### src/rtl/svc_sched_pkg.sv
// svc_sched_pkg: shared types and service codes for the service scheduler.
// FSM state encoding, request bundle and vector codes driven onto CS ADDR.
package svc_sched_pkg;

    typedef enum logic [1:0] {
        IDLE,
        PEND,
        DISPATCH,
        WAIT_ACK
    } state_t;

    localparam logic [2:0] CODE_ACLO  = 3'b111;
    localparam logic [2:0] CODE_HALT  = 3'b110;
    localparam logic [2:0] CODE_TRACE = 3'b101;
    localparam logic [2:0] CODE_TIMER = 3'b011;
    localparam logic [2:0] CODE_INT   = 3'b010;
    localparam logic [2:0] CODE_NONE  = 3'b000;

    // Active-high service requests, highest priority first.
    typedef struct packed {
        logic aclo;
        logic halt;
        logic trace;
        logic timer;
        logic intr;
    } req_t;

endpackage

### src/rtl/svc_prio_enc.sv
// svc_prio_enc: fixed-priority encoder from service requests to vector code.
// ACLO > HALT > TRACE > TIMER > INT; no request gives CODE_NONE.
module svc_prio_enc
    import svc_sched_pkg::*;
(
    input  req_t       req,
    output logic [2:0] code,
    output logic       valid
);

    // Pick the highest-priority active request.
    always_comb begin
        code  = CODE_NONE;
        valid = 1'b1;
        priority case (1'b1)
            req.aclo:  code = CODE_ACLO;
            req.halt:  code = CODE_HALT;
            req.trace: code = CODE_TRACE;
            req.timer: code = CODE_TIMER;
            req.intr:  code = CODE_INT;
            default:   valid = 1'b0;
        endcase
    end

endmodule

### src/rtl/svc_sched.sv
// svc_sched: service request scheduler for the DPM microsequencer.
// Optional ack watchdog enabled by defining SVC_SCHED_WATCHDOG_EN.
module svc_sched
    import svc_sched_pkg::*;
#(
    parameter int HOLDOFF_CYC = 4,
    parameter int ACK_TIMEOUT = 255
) (
    input  logic       buf_m_clk_l,
    input  logic       sac_reset_h,
    input  logic       d_clk_enable_h,
    input  logic       sync_aclo_h,
    input  logic       con_halt_l,
    input  logic       psl_tp_h,
    input  logic       tmr_svc_h,
    input  logic       int_pend_l,
    input  logic       ld_ir_l,
    input  logic       but_svc_h,
    input  logic       svc_ack_h,
    output logic       do_service_l,
    output logic [2:0] cs_addr_l,
    output logic       svc_busy_h,
    output logic       svc_err_h
);

    state_t     state;
    logic       aclo_prev;
    logic       aclo_lat;
    logic [3:0] holdoff;
    logic [2:0] code_q;
    logic [2:0] win_code;
    logic       win_valid;
    logic [2:0] pend_code;
    logic       ack_take;
    req_t       req;

    assign req.aclo  = aclo_lat;
    assign req.halt  = ~con_halt_l;
    assign req.trace = psl_tp_h;
    assign req.timer = tmr_svc_h;
    assign req.intr  = ~int_pend_l;

    // A late ACLO still pre-empts a service that has not dispatched yet.
    assign pend_code = aclo_lat ? CODE_ACLO : code_q;
    assign ack_take  = (state == WAIT_ACK) && svc_ack_h;

    svc_prio_enc u_enc (
        .req   (req),
        .code  (win_code),
        .valid (win_valid)
    );

    // ACLO rising-edge capture; held until its own service is acknowledged.
    always_ff @(posedge buf_m_clk_l or posedge sac_reset_h) begin
        if (sac_reset_h) begin
            aclo_prev <= 1'b0;
            aclo_lat  <= 1'b0;
        end else if (d_clk_enable_h) begin
            aclo_prev <= sync_aclo_h;
            if (sync_aclo_h && !aclo_prev)
                aclo_lat <= 1'b1;
            else if (ack_take && code_q == CODE_ACLO)
                aclo_lat <= 1'b0;
        end
    end

`ifdef SVC_SCHED_WATCHDOG_EN
    logic [7:0] wd_cnt;
`else
    assign svc_err_h = 1'b0;
`endif

    // Scheduler FSM with registered handshake outputs and holdoff counter.
    always_ff @(posedge buf_m_clk_l or posedge sac_reset_h) begin
        if (sac_reset_h) begin
            state        <= IDLE;
            holdoff      <= 4'd0;
            code_q       <= CODE_NONE;
            cs_addr_l    <= 3'b111;
            do_service_l <= 1'b1;
            svc_busy_h   <= 1'b0;
`ifdef SVC_SCHED_WATCHDOG_EN
            wd_cnt       <= 8'd0;
            svc_err_h    <= 1'b0;
`endif
        end else if (d_clk_enable_h) begin
            unique case (state)
                IDLE: begin
                    if (holdoff != 4'd0) begin
                        holdoff <= holdoff - 4'd1;
                    end else if (win_valid && !ld_ir_l) begin
                        state        <= PEND;
                        code_q       <= win_code;
                        do_service_l <= 1'b0;
                        svc_busy_h   <= 1'b1;
                    end
                end
                PEND: begin
                    code_q <= pend_code;
                    if (but_svc_h) begin
                        state     <= DISPATCH;
                        cs_addr_l <= ~pend_code;
                    end
                end
                DISPATCH: begin
                    state        <= WAIT_ACK;
                    cs_addr_l    <= 3'b111;
                    do_service_l <= 1'b1;
`ifdef SVC_SCHED_WATCHDOG_EN
                    wd_cnt       <= 8'd0;
`endif
                end
                WAIT_ACK: begin
                    if (svc_ack_h) begin
                        state      <= IDLE;
                        holdoff    <= 4'(HOLDOFF_CYC);
                        svc_busy_h <= 1'b0;
                    end
`ifdef SVC_SCHED_WATCHDOG_EN
                    else if (wd_cnt == 8'(ACK_TIMEOUT - 1)) begin
                        state      <= IDLE;
                        holdoff    <= 4'(HOLDOFF_CYC);
                        svc_busy_h <= 1'b0;
                        svc_err_h  <= 1'b1;
                    end else begin
                        wd_cnt <= wd_cnt + 8'd1;
                    end
`endif
                end
                default: state <= IDLE;
            endcase
        end
    end

endmodule

### config.mk
export PLATFORM = sky130hd
export DESIGN_NAME = svc_sched
export DESIGN_NICKNAME = d
export VERILOG_FILES = /design/src/rtl/svc_sched_pkg.sv /design/src/rtl/svc_prio_enc.sv /design/src/rtl/svc_sched.sv
export SDC_FILE = /design/constraint.sdc
export NUM_CORES = 1
export LEC_CHECK = 0
export CAP_MARGIN = 20
export CORE_MARGIN = 4
export CORE_UTILIZATION = 55
export CTS_CLUSTER_SIZE = 25
export DETAILED_ROUTE_END_ITERATION = 7
export MAX_ROUTING_LAYER = met4
export PLACE_DENSITY = 0.88
export SETUP_SLACK_MARGIN = 0.1
export SYNTH_ARGS = -nofsm -noshare
export SYNTH_HDL_FRONTEND = slang
export SYNTH_SLANG_ARGS = --single-unit
export TNS_END_PERCENT = 1
### constraint.sdc
create_clock -name buf_m_clk_l -period 5.5 [get_ports buf_m_clk_l]
set_input_delay 1.1 -clock buf_m_clk_l [delete_from_list [all_inputs] [get_ports buf_m_clk_l]]
set_output_delay 1.1 -clock buf_m_clk_l [all_outputs]
set_load 0.01 [all_outputs]
==> results of run 1 <==
## synth_stat cells (all sizes together)
cell / number
mux2: 2
or4: 1
or4b: 2
nand2b: 1
nand3: 3
nor2b: 1
buf: 2
dfrtp: 12
mux2i: 1
a211o: 1
a21o: 2
a21oi: 7
a221oi: 1
nand2: 11
inv: 10
nor2: 13
a211oi: 1
nor4b: 2
clkbuf: 2
a2bb2oi: 2
nor3: 1
o21ai: 10
o21ba: 1
o21a: 2
nand4: 1
o22ai: 1
dfstp: 4
conb: 1
ha: 5
o32a: 1
a21boi: 1
nor3b: 1
## routing by layer
metal,track usage,vias to the layer above
met3,0.0361,5
met4,0.0829,0
li1,-,395
met2,0.285,17
met5,-,-
met1,0.252,382
## registers in the layout, indices dropped and copies added, names as in the netlist
signal	flops
state	2
cs_addr_l	3
holdoff	4
code_q	3
do_service_l	1
aclo_prev	1
svc_busy_h	1
aclo_lat	1
## layout make-up
class | instances | area (µm²)
Clock buffer | 4 | 36.3
Fill cell | 117 | 427
Tap cell | 24 | 30.0
Inverter | 10 | 37.5
Multi-Input combinational cell | 76 | 508
Timing Repair Buffer | 15 | 150
Sequential cell | 16 | 405
## cell families (layout without fill, tap and decap cells)
group                    after synthesis  after routing  synth area share
other                                  1              1           0.00386
multiplexers                           3              3            0.0374
flip-flops                            16             16             0.418
AND/OR/NAND/NOR                       37             37             0.191
adder cells (fa/ha/maj)                5              5            0.0644
buffers and inverters                 14             29            0.0593
AO/OA/AOI/OAI                         30             30             0.227
## report_power, final
part | internal (W) | switching [W]
combinational | 0.000136 | 0.000141
clock | 0.0000404 | 0.0000390
sequential | 0.000173 | 0.0000415
total | 0.000349 | 0.000221
## through the flow
| step | hold slack (ns) | power [W] | util |
|---|---|---|---|
| 6_report | 0.462 | 0.000570 | 0.732 |
| 5_1_grt | 0.476 | 0.000619 | 0.732 |
| 2_1_floorplan | 0.435 | 0.000404 | - |
| 3_5_place_dp | 0.453 | 0.000491 | 0.710 |
| 3_3_place_gp | 0.444 | 0.000476 | 0.710 |
| 4_1_cts | 0.467 | 0.000572 | 0.732 |
## worst max-delay path by stage
stage,from,end,slack (ns),cells after the start
after floorplan,ld_ir_l,state[1],3.01,4
after global placement,ld_ir_l,state[1],2.58,5
after detailed placement,ld_ir_l,state[1],2.55,5
after CTS,ld_ir_l,state[1],2.87,5
after global routing,ld_ir_l,state[1],2.83,5
final,ld_ir_l,state[1],2.87,5
==> results.cfg, run 1 <==
[status]
status = complete, no violations

[drt]
drc = 0
wl_um = 2060
vias_per_cell = 5.51
highest_layer = met4
wl_per_cell_um = 14.2
first_pass_iters = 4
ant_nets = 0
wl_met1_um = 978
dr_wl_met3_um = 74
vias = 799
wl_met2_um = 973
drtIter0Drc = 29

[yosys]
yosysTopAreaCell = dfrtp_1
yosysWarnings = 0
synth-seq-cells = 16
synth_nets = 122
synthCells = 106
synthTopCellsByArea = dfrtp_1, dfstp_2, ha_1
synth.avg_cell_area_um2 = 9.16
synthesis.area_um2 = 971
ys_seq_area_frac = 0.418
netlist.area_leader.share = 0.309
synth_cell_type_count = 38

[sta]
drv_slew = 0
min_period_over_period = 0.479
period_minus_slack_ns = 2.63
fin_skew_ns = 0.00836
hold_viol_final = 0
postLayoutSetupSlackWorst_ns = 2.87
slew-limit-headroom = 0.573
fin_tns_setup_ns = 0
tightest_slew_ns = 0.635
fmax_mhz = 380
setup-violations-final = 0
rsz0062_at_grt = no

[global_routing]
grt_pass1_vias = 811
grtUsageTotal = 0.191
grt_pass1_wl_um = 3570
antenna_found_initial = 0
gr-total-overflow = 0
grt_max_degree = 17

[hold_path]
hold_depth = 1
hold_path_startpoint = aclo_prev
holdPathEnd = aclo_lat
hold_path.class = reg -> reg

[finish]
fin_cells = 145
nNetsFinal = 138
drive_above_1_share = 0.116
area_growth_pct = 20.2
diodes = 0
final_cell_mix = clkdlybuf4s50_1, nor2_1, dfrtp_1
fin_area_mm2 = 0.00117
final_common_cell = clkdlybuf4s50_1

[cts]
cts.repair.resized = 0
cts.path.max_buffers = 2
numCtsBuffers = 3
cts_hold_buf = 0
cts_tree = built
cts_setup_buffers = 0
h-tree-depth = 1
ctsRootBufferMaster = clkbuf_4
clock_latency_ns = 0.29
clkTransAtPathRegs_ns = 0.10
clock_sinks = 16

[run]
max_cap_viol_count = 0

[setup_path]
arrival_ns = 2.82
reg2reg_to = state[1]
critical_path.top_delay_family = simple AND/OR/NAND/NOR gates
start_kind = input port
cp_cell_sequence = clkdlybuf4s50_1 -> or4b_4 -> a21o_4 -> a221oi_4 -> mux2_4
crit_type = in -> reg
cp-end-kind = register
critPathMaxStageDelay_ns = 0.51
cp_max_fo = 3
timing.rr.start = holdoff[0]
worst-path-buf-inv = 1
rr_worst_depth = 6
critPathSlowestCell = or4b_4
required_ns = 5.69
rrSetupSlack_ns = 3.35

[floorplanning]
start_util = 0.609
core_mm2 = 0.00159
die-area_mm2 = 0.00250
die_width_um = 50.0
io_pins = 17
die_h_um = 50.0
rows = 14

[placed_design]
dp_slack_ns = 2.55
dp.cells = 141
postPlaceCellArea_mm2 = 0.00113
portBuffers = 15
dp_hpwl_um = 1520
gp_congestion = 0.843

[power_and_ir_drop]
power_leakage_nw = 0.488
p_per_area_mw_per_mm2 = 488
vdd_ir_drop_max_v = 0.000346
Note: power is estimated with default switching activity, not from simulation.
==> run 2, diff against run 1 <==
--- a/config.mk
+++ b/config.mk
@@ -7,11 +7,11 @@
 export LEC_CHECK = 0
 export CAP_MARGIN = 20
 export CORE_MARGIN = 4
-export CORE_UTILIZATION = 55
+export CORE_UTILIZATION = 51
 export CTS_CLUSTER_SIZE = 25
 export DETAILED_ROUTE_END_ITERATION = 7
 export MAX_ROUTING_LAYER = met4
-export PLACE_DENSITY = 0.88
+export PLACE_DENSITY = 0.83
 export SETUP_SLACK_MARGIN = 0.1
 export SYNTH_ARGS = -nofsm -noshare
 export SYNTH_HDL_FRONTEND = slang
==> constraint.sdc (replaced) <==
create_clock -name buf_m_clk_l -period 2.43 [get_ports buf_m_clk_l]
set_input_delay 0.486 -clock buf_m_clk_l [delete_from_list [all_inputs] [get_ports buf_m_clk_l]]
set_output_delay 0.486 -clock buf_m_clk_l [all_outputs]
set_load 0.01 [all_outputs]
==> run 2 against run 1 <==
Net effect:
- final cell count increased by 1.4%
- critical endpoint unchanged
- clock power increased by 85%
- largest power group unchanged
- critical path depth increased by 1
- flip-flop and latch count unchanged
- sequential power increased by 130%
- wire length decreased by 3.1%
- final area decreased by 0.11%
- combinational power increased by 130%
- largest cell class unchanged
- via count increased by 0.50%
- global-route usage decreased by 1.3 points
- total power increased by 120%
- clock-buffer cell count unchanged
==> results.cfg, run 2 (same netlist as run 1, synthesis figures left out) <==
[sta]
hold_viol_final = 0
rsz0062_at_grt = no
drv_slew = 0
setup-violations-final = 0
period_minus_slack_ns = 2.14
fin_tns_setup_ns = 0
tightest_slew_ns = 0.583
min_period_over_period = 0.882
fmax_mhz = 466
slew-limit-headroom = 0.608
fin_skew_ns = 0.0103

[global_routing]
grtUsageTotal = 0.178
gr-total-overflow = 0
grt_max_degree = 17
grt_pass1_vias = 783
grt_pass1_wl_um = 3420
antenna_found_initial = 0

[power_and_ir_drop]
power_leakage_nw = 0.487
p_per_area_mw_per_mm2 = 1080
switching_power_w = 0.000497
combinationalPowerShare = 0.499
p_int_w = 0.000764
clkPwrFrac = 0.116
sw_frac_of_total = 0.394
total_power_w = 0.00126
vdd_ir_drop_max_v = 0.000657
seq_power_share = 0.385

[setup_path]
cp_max_fo = 5
start_kind = register
cp-end-kind = register
crit_type = reg -> reg
arrival_ns = 2.33
required_ns = 2.61

[floorplanning]
start_util = 0.550
die_h_um = 51.6
core_mm2 = 0.00176
rows = 15
die_width_um = 51.6
die-area_mm2 = 0.00267
io_pins = 17

[drt]
dr_wl_met3_um = 73
ant_nets = 0
wl_met2_um = 968
vias_per_cell = 5.46
wl_met1_um = 919
first_pass_iters = 4
drtIter0Drc = 23
vias = 803
highest_layer = met4
drc = 0
wl_per_cell_um = 13.6
wl_um = 2000

[cts]
cts_hold_buf = 0
ctsRootBufferMaster = clkbuf_4
cts.repair.resized = 0
h-tree-depth = 1
cts_setup_buffers = 0
clock_latency_ns = 0.29
clock_sinks = 16
cts.path.max_buffers = 2
cts_tree = built
numCtsBuffers = 3
clkTransAtPathRegs_ns = 0.10

[placed_design]
dp.cells = 143
portBuffers = 15
dp_hpwl_um = 1560
gp_congestion = 0.856

[finish]
diodes = 0
final_cell_mix = clkdlybuf4s50_1, nor2_1, dfrtp_1
final_common_cell = clkdlybuf4s50_1
nNetsFinal = 139
area_growth_pct = 20.1
largest_reg_flops = 4
drive_above_1_share = 0.115
fin_cells = 147
reg_top3 = holdoff (4), code_q (3), cs_addr_l (3)
regMostFlops = holdoff

[status]
status = complete, no violations

[run]
max_cap_viol_count = 0

[hold_path]
hold_path.class = reg -> reg
==> run 2: changes by cell type in the layout (fill, tap and decap cells not counted) <==
cell	delta
clkbuf_1	+1
clkbuf_8	-1
buf_4	+1
==> run 2: routing by layer <==
layer  vias up  track usage
met3         4       0.0258
li1        401            -
met4         0       0.0917
met1       381        0.220
met2        17        0.284
met5         -            -
==> run 2: cell type report <==
class / instances / area, µm²
clock buffers: 4 / 26.3
fillers: 152 / 598
inverters: 10 / 37.5
multi-input cells: 76 / 508
flip-flops and latches: 16 / 405
well taps: 25 / 31.3
repair buffers: 16 / 158
==> run 2: worst paths after layout <==
check / startpoint / to / slack, ns / depth (start not counted)
max in group asynchronous: sac_reset_h / code_q[0] / 1.49 / 2
worst max register to register: holdoff[0] / state[1] / 0.29 / 6
min in group asynchronous: sac_reset_h / holdoff[0] / 0.55 / 2
worst min register to register: aclo_prev / aclo_lat / 0.47 / 1
worst max-delay path: holdoff[0] / state[1] / 0.29 / 6
worst min-delay path: aclo_prev / aclo_lat / 0.47 / 1
==> run 2: stage by stage <==
| step | cell area (µm²) | setup slack [ns] | utilization | hold WS [ns] |
|---|---|---|---|---|
| finish | 1170 | 0.286 | 0.661 | 0.466 |
| floorplan | 971 | 0.407 | - | 0.397 |
| global placement | 1140 | 0.131 | 0.646 | 0.442 |
| global route | 1170 | 0.197 | 0.661 | 0.505 |
| detailed placement | 1140 | 0.0979 | 0.646 | 0.464 |
| CTS | 1170 | 0.290 | 0.661 | 0.476 |
==> run 2: power by group through the flow <==
stage	Clock (W)	Combinational [W]	Sequential, W
after floorplan	0	0.000429	0.000486
after global placement	0	0.000599	0.000480
after detailed placement	0	0.000628	0.000488
after CTS	0.000149	0.000632	0.000483
after global routing	0.000159	0.000712	0.000501
final	0.000147	0.000629	0.000485
==> run 2: critical path, stage by stage, from the launching register on <==
cell      delay, ns
dfrtp_1        0.42
inv_1          0.09
ha_1           0.22
or4b_4         0.50
a21o_4         0.22
a221oi_4       0.27
mux2_4         0.33
==> run 3, diff against run 2 <==
--- a/config.mk
+++ b/config.mk
@@ -7,11 +7,10 @@
 export LEC_CHECK = 0
 export CAP_MARGIN = 20
 export CORE_MARGIN = 4
-export CORE_UTILIZATION = 51
-export CTS_CLUSTER_SIZE = 25
+export CORE_UTILIZATION = 55
 export DETAILED_ROUTE_END_ITERATION = 7
 export MAX_ROUTING_LAYER = met4
-export PLACE_DENSITY = 0.83
+export PLACE_DENSITY = 0.88
 export SETUP_SLACK_MARGIN = 0.1
 export SYNTH_ARGS = -nofsm -noshare
 export SYNTH_HDL_FRONTEND = slang
==> constraint.sdc (replaced) <==
create_clock -name buf_m_clk_l -period 2.6 [get_ports buf_m_clk_l]
set_input_delay 0.52 -clock buf_m_clk_l [delete_from_list [all_inputs] [get_ports buf_m_clk_l]]
set_output_delay 0.52 -clock buf_m_clk_l [all_outputs]
set_load 0.01 [all_outputs]
==> run 3 against run 2 <==
Net effect:
- utilization increased by 7.6 points
- sequential share of layout area decreased by 0.26 points
- critical path depth unchanged
- non-clock buffer count unchanged
- critical endpoint unchanged
==> results.cfg, run 3 (same netlist as run 1, synthesis figures left out) <==
[finish]
area_growth_pct = 21.0
reg_top3 = holdoff (4), code_q (3), cs_addr_l (3)
fill_cells = 112
diodes = 0
final_common_cell = clkdlybuf4s50_1
regArea_um2 = 405
multi_input_area_um2 = 508
regMostFlops = holdoff
final_util = 0.737
drive_above_1_share = 0.123
largest_reg_flops = 4
nNetsFinal = 139
fin_area_mm2 = 0.00117
final_cell_mix = clkdlybuf4s50_1, nor2_1, dfrtp_1

[cts]
clock_sinks = 16
clkTransAtPathRegs_ns = 0.10
ctsRootBufferMaster = clkbuf_4
cts.path.max_buffers = 2
cts_setup_buffers = 0
clock_latency_ns = 0.29
numCtsBuffers = 3
cts.repair.resized = 0
cts_hold_buf = 0
cts_tree = built
h-tree-depth = 1

[sta]
postLayoutSetupSlackWorst_ns = 0.413
fin_skew_ns = 0.00667
setup-violations-final = 0
period_minus_slack_ns = 2.19
min_period_over_period = 0.841
drv_slew = 0
slew-limit-headroom = 0.585
tightest_slew_ns = 0.621
rsz0062_at_grt = no
fmax_mhz = 457
fin_tns_setup_ns = 0
hold_viol_final = 0

[setup_path]
critPathMaxStageDelay_ns = 0.51
cp_max_fo = 5
start_kind = register
cp-end-kind = register
critPathSlowestCell = or4b_4
arrival_ns = 2.38
required_ns = 2.79
crit_type = reg -> reg
cp_cell_sequence = inv_1 -> ha_1 -> or4b_4 -> a21o_4 -> a221oi_4 -> mux2_4

[placed_design]
portBuffers = 15
dp_hpwl_um = 1590
gp_congestion = 0.844
postPlaceCellArea_mm2 = 0.00114
dp_slack_ns = 0.201

[power_and_ir_drop]
total_power_w = 0.00122
p_per_area_mw_per_mm2 = 1040
power_leakage_nw = 0.493
vdd_ir_drop_max_v = 0.000651

[global_routing]
gr-total-overflow = 0
antenna_found_initial = 0
grt_pass1_vias = 773
grt_max_degree = 17
grt_pass1_wl_um = 3460
grtUsageTotal = 0.186

[drt]
vias = 827
first_pass_iters = 4
vias_per_cell = 5.66
drc = 0
wl_um = 2150
wl_per_cell_um = 14.7
ant_nets = 0
drtIter0Drc = 34

[floorplanning]
core_mm2 = 0.00159
die-area_mm2 = 0.00250
die_h_um = 50.0
start_util = 0.609
io_pins = 17
rows = 14
die_width_um = 50.0

[hold_path]
hold_path.class = reg -> reg

[run]
max_cap_viol_count = 0

[status]
status = complete, no violations
## run 3: power by group
group	total (W)	internal (W)	leakage [nW]	switching [W]
sequential	0.000451	0.000365	0.169	0.0000862
clock	0.000168	0.0000854	0.0210	0.0000823
combinational	0.000599	0.000292	0.303	0.000307
total	0.00122	0.000742	0.493	0.000475
## run 3: layout make-up
type | count | area share
Timing Repair Buffer | 16 | 0.134
Tap cell | 24 | 0.0256
Sequential cell | 16 | 0.345
Inverter | 10 | 0.0319
Clock buffer | 4 | 0.0309
Multi-Input combinational cell | 76 | 0.432
## run 3: critical path: cells and delay by family (launching register included)
| kind | cells | cell delay (ns) |
|---|---|---|
| buffers and inverters | 1 | 0.09 |
| AOI/OAI and AO/OA | 2 | 0.49 |
| adders and majority gates | 1 | 0.25 |
| DFF | 1 | 0.42 |
| and+or+nand+nor | 1 | 0.51 |
| muxes | 1 | 0.32 |
## run 3: layer usage
layer  vias up  global-route usage  share of wire  routed length, µm
li1        399                   -              -                  -
met4         0              0.0553          0.013                 27
met2        33               0.287           0.47               1010
met3         5              0.0392          0.053                114
met5         -                   -              0                  0
met1       390               0.245           0.47               1010
## run 3: path summary, 6_finish.rpt
path / startpoint / end / slack [ns] / cells past startpoint
max: holdoff[0] / state[1] / 0.41 / 6
min: aclo_prev / aclo_lat / 0.47 / 1
max reg2reg: holdoff[0] / state[1] / 0.41 / 6
min reg2reg: aclo_prev / aclo_lat / 0.47 / 1
max in group asynchronous: sac_reset_h / code_q[2] / 1.61 / 2
min in group asynchronous: sac_reset_h / state[0] / 0.59 / 2
## run 3: stage by stage
stage	cells	hold slack, ns
finish	146	0.471
global route	146	0.484
CTS	146	0.477
detailed placement	142	0.465
global placement	142	0.448
floorplan	106	0.431
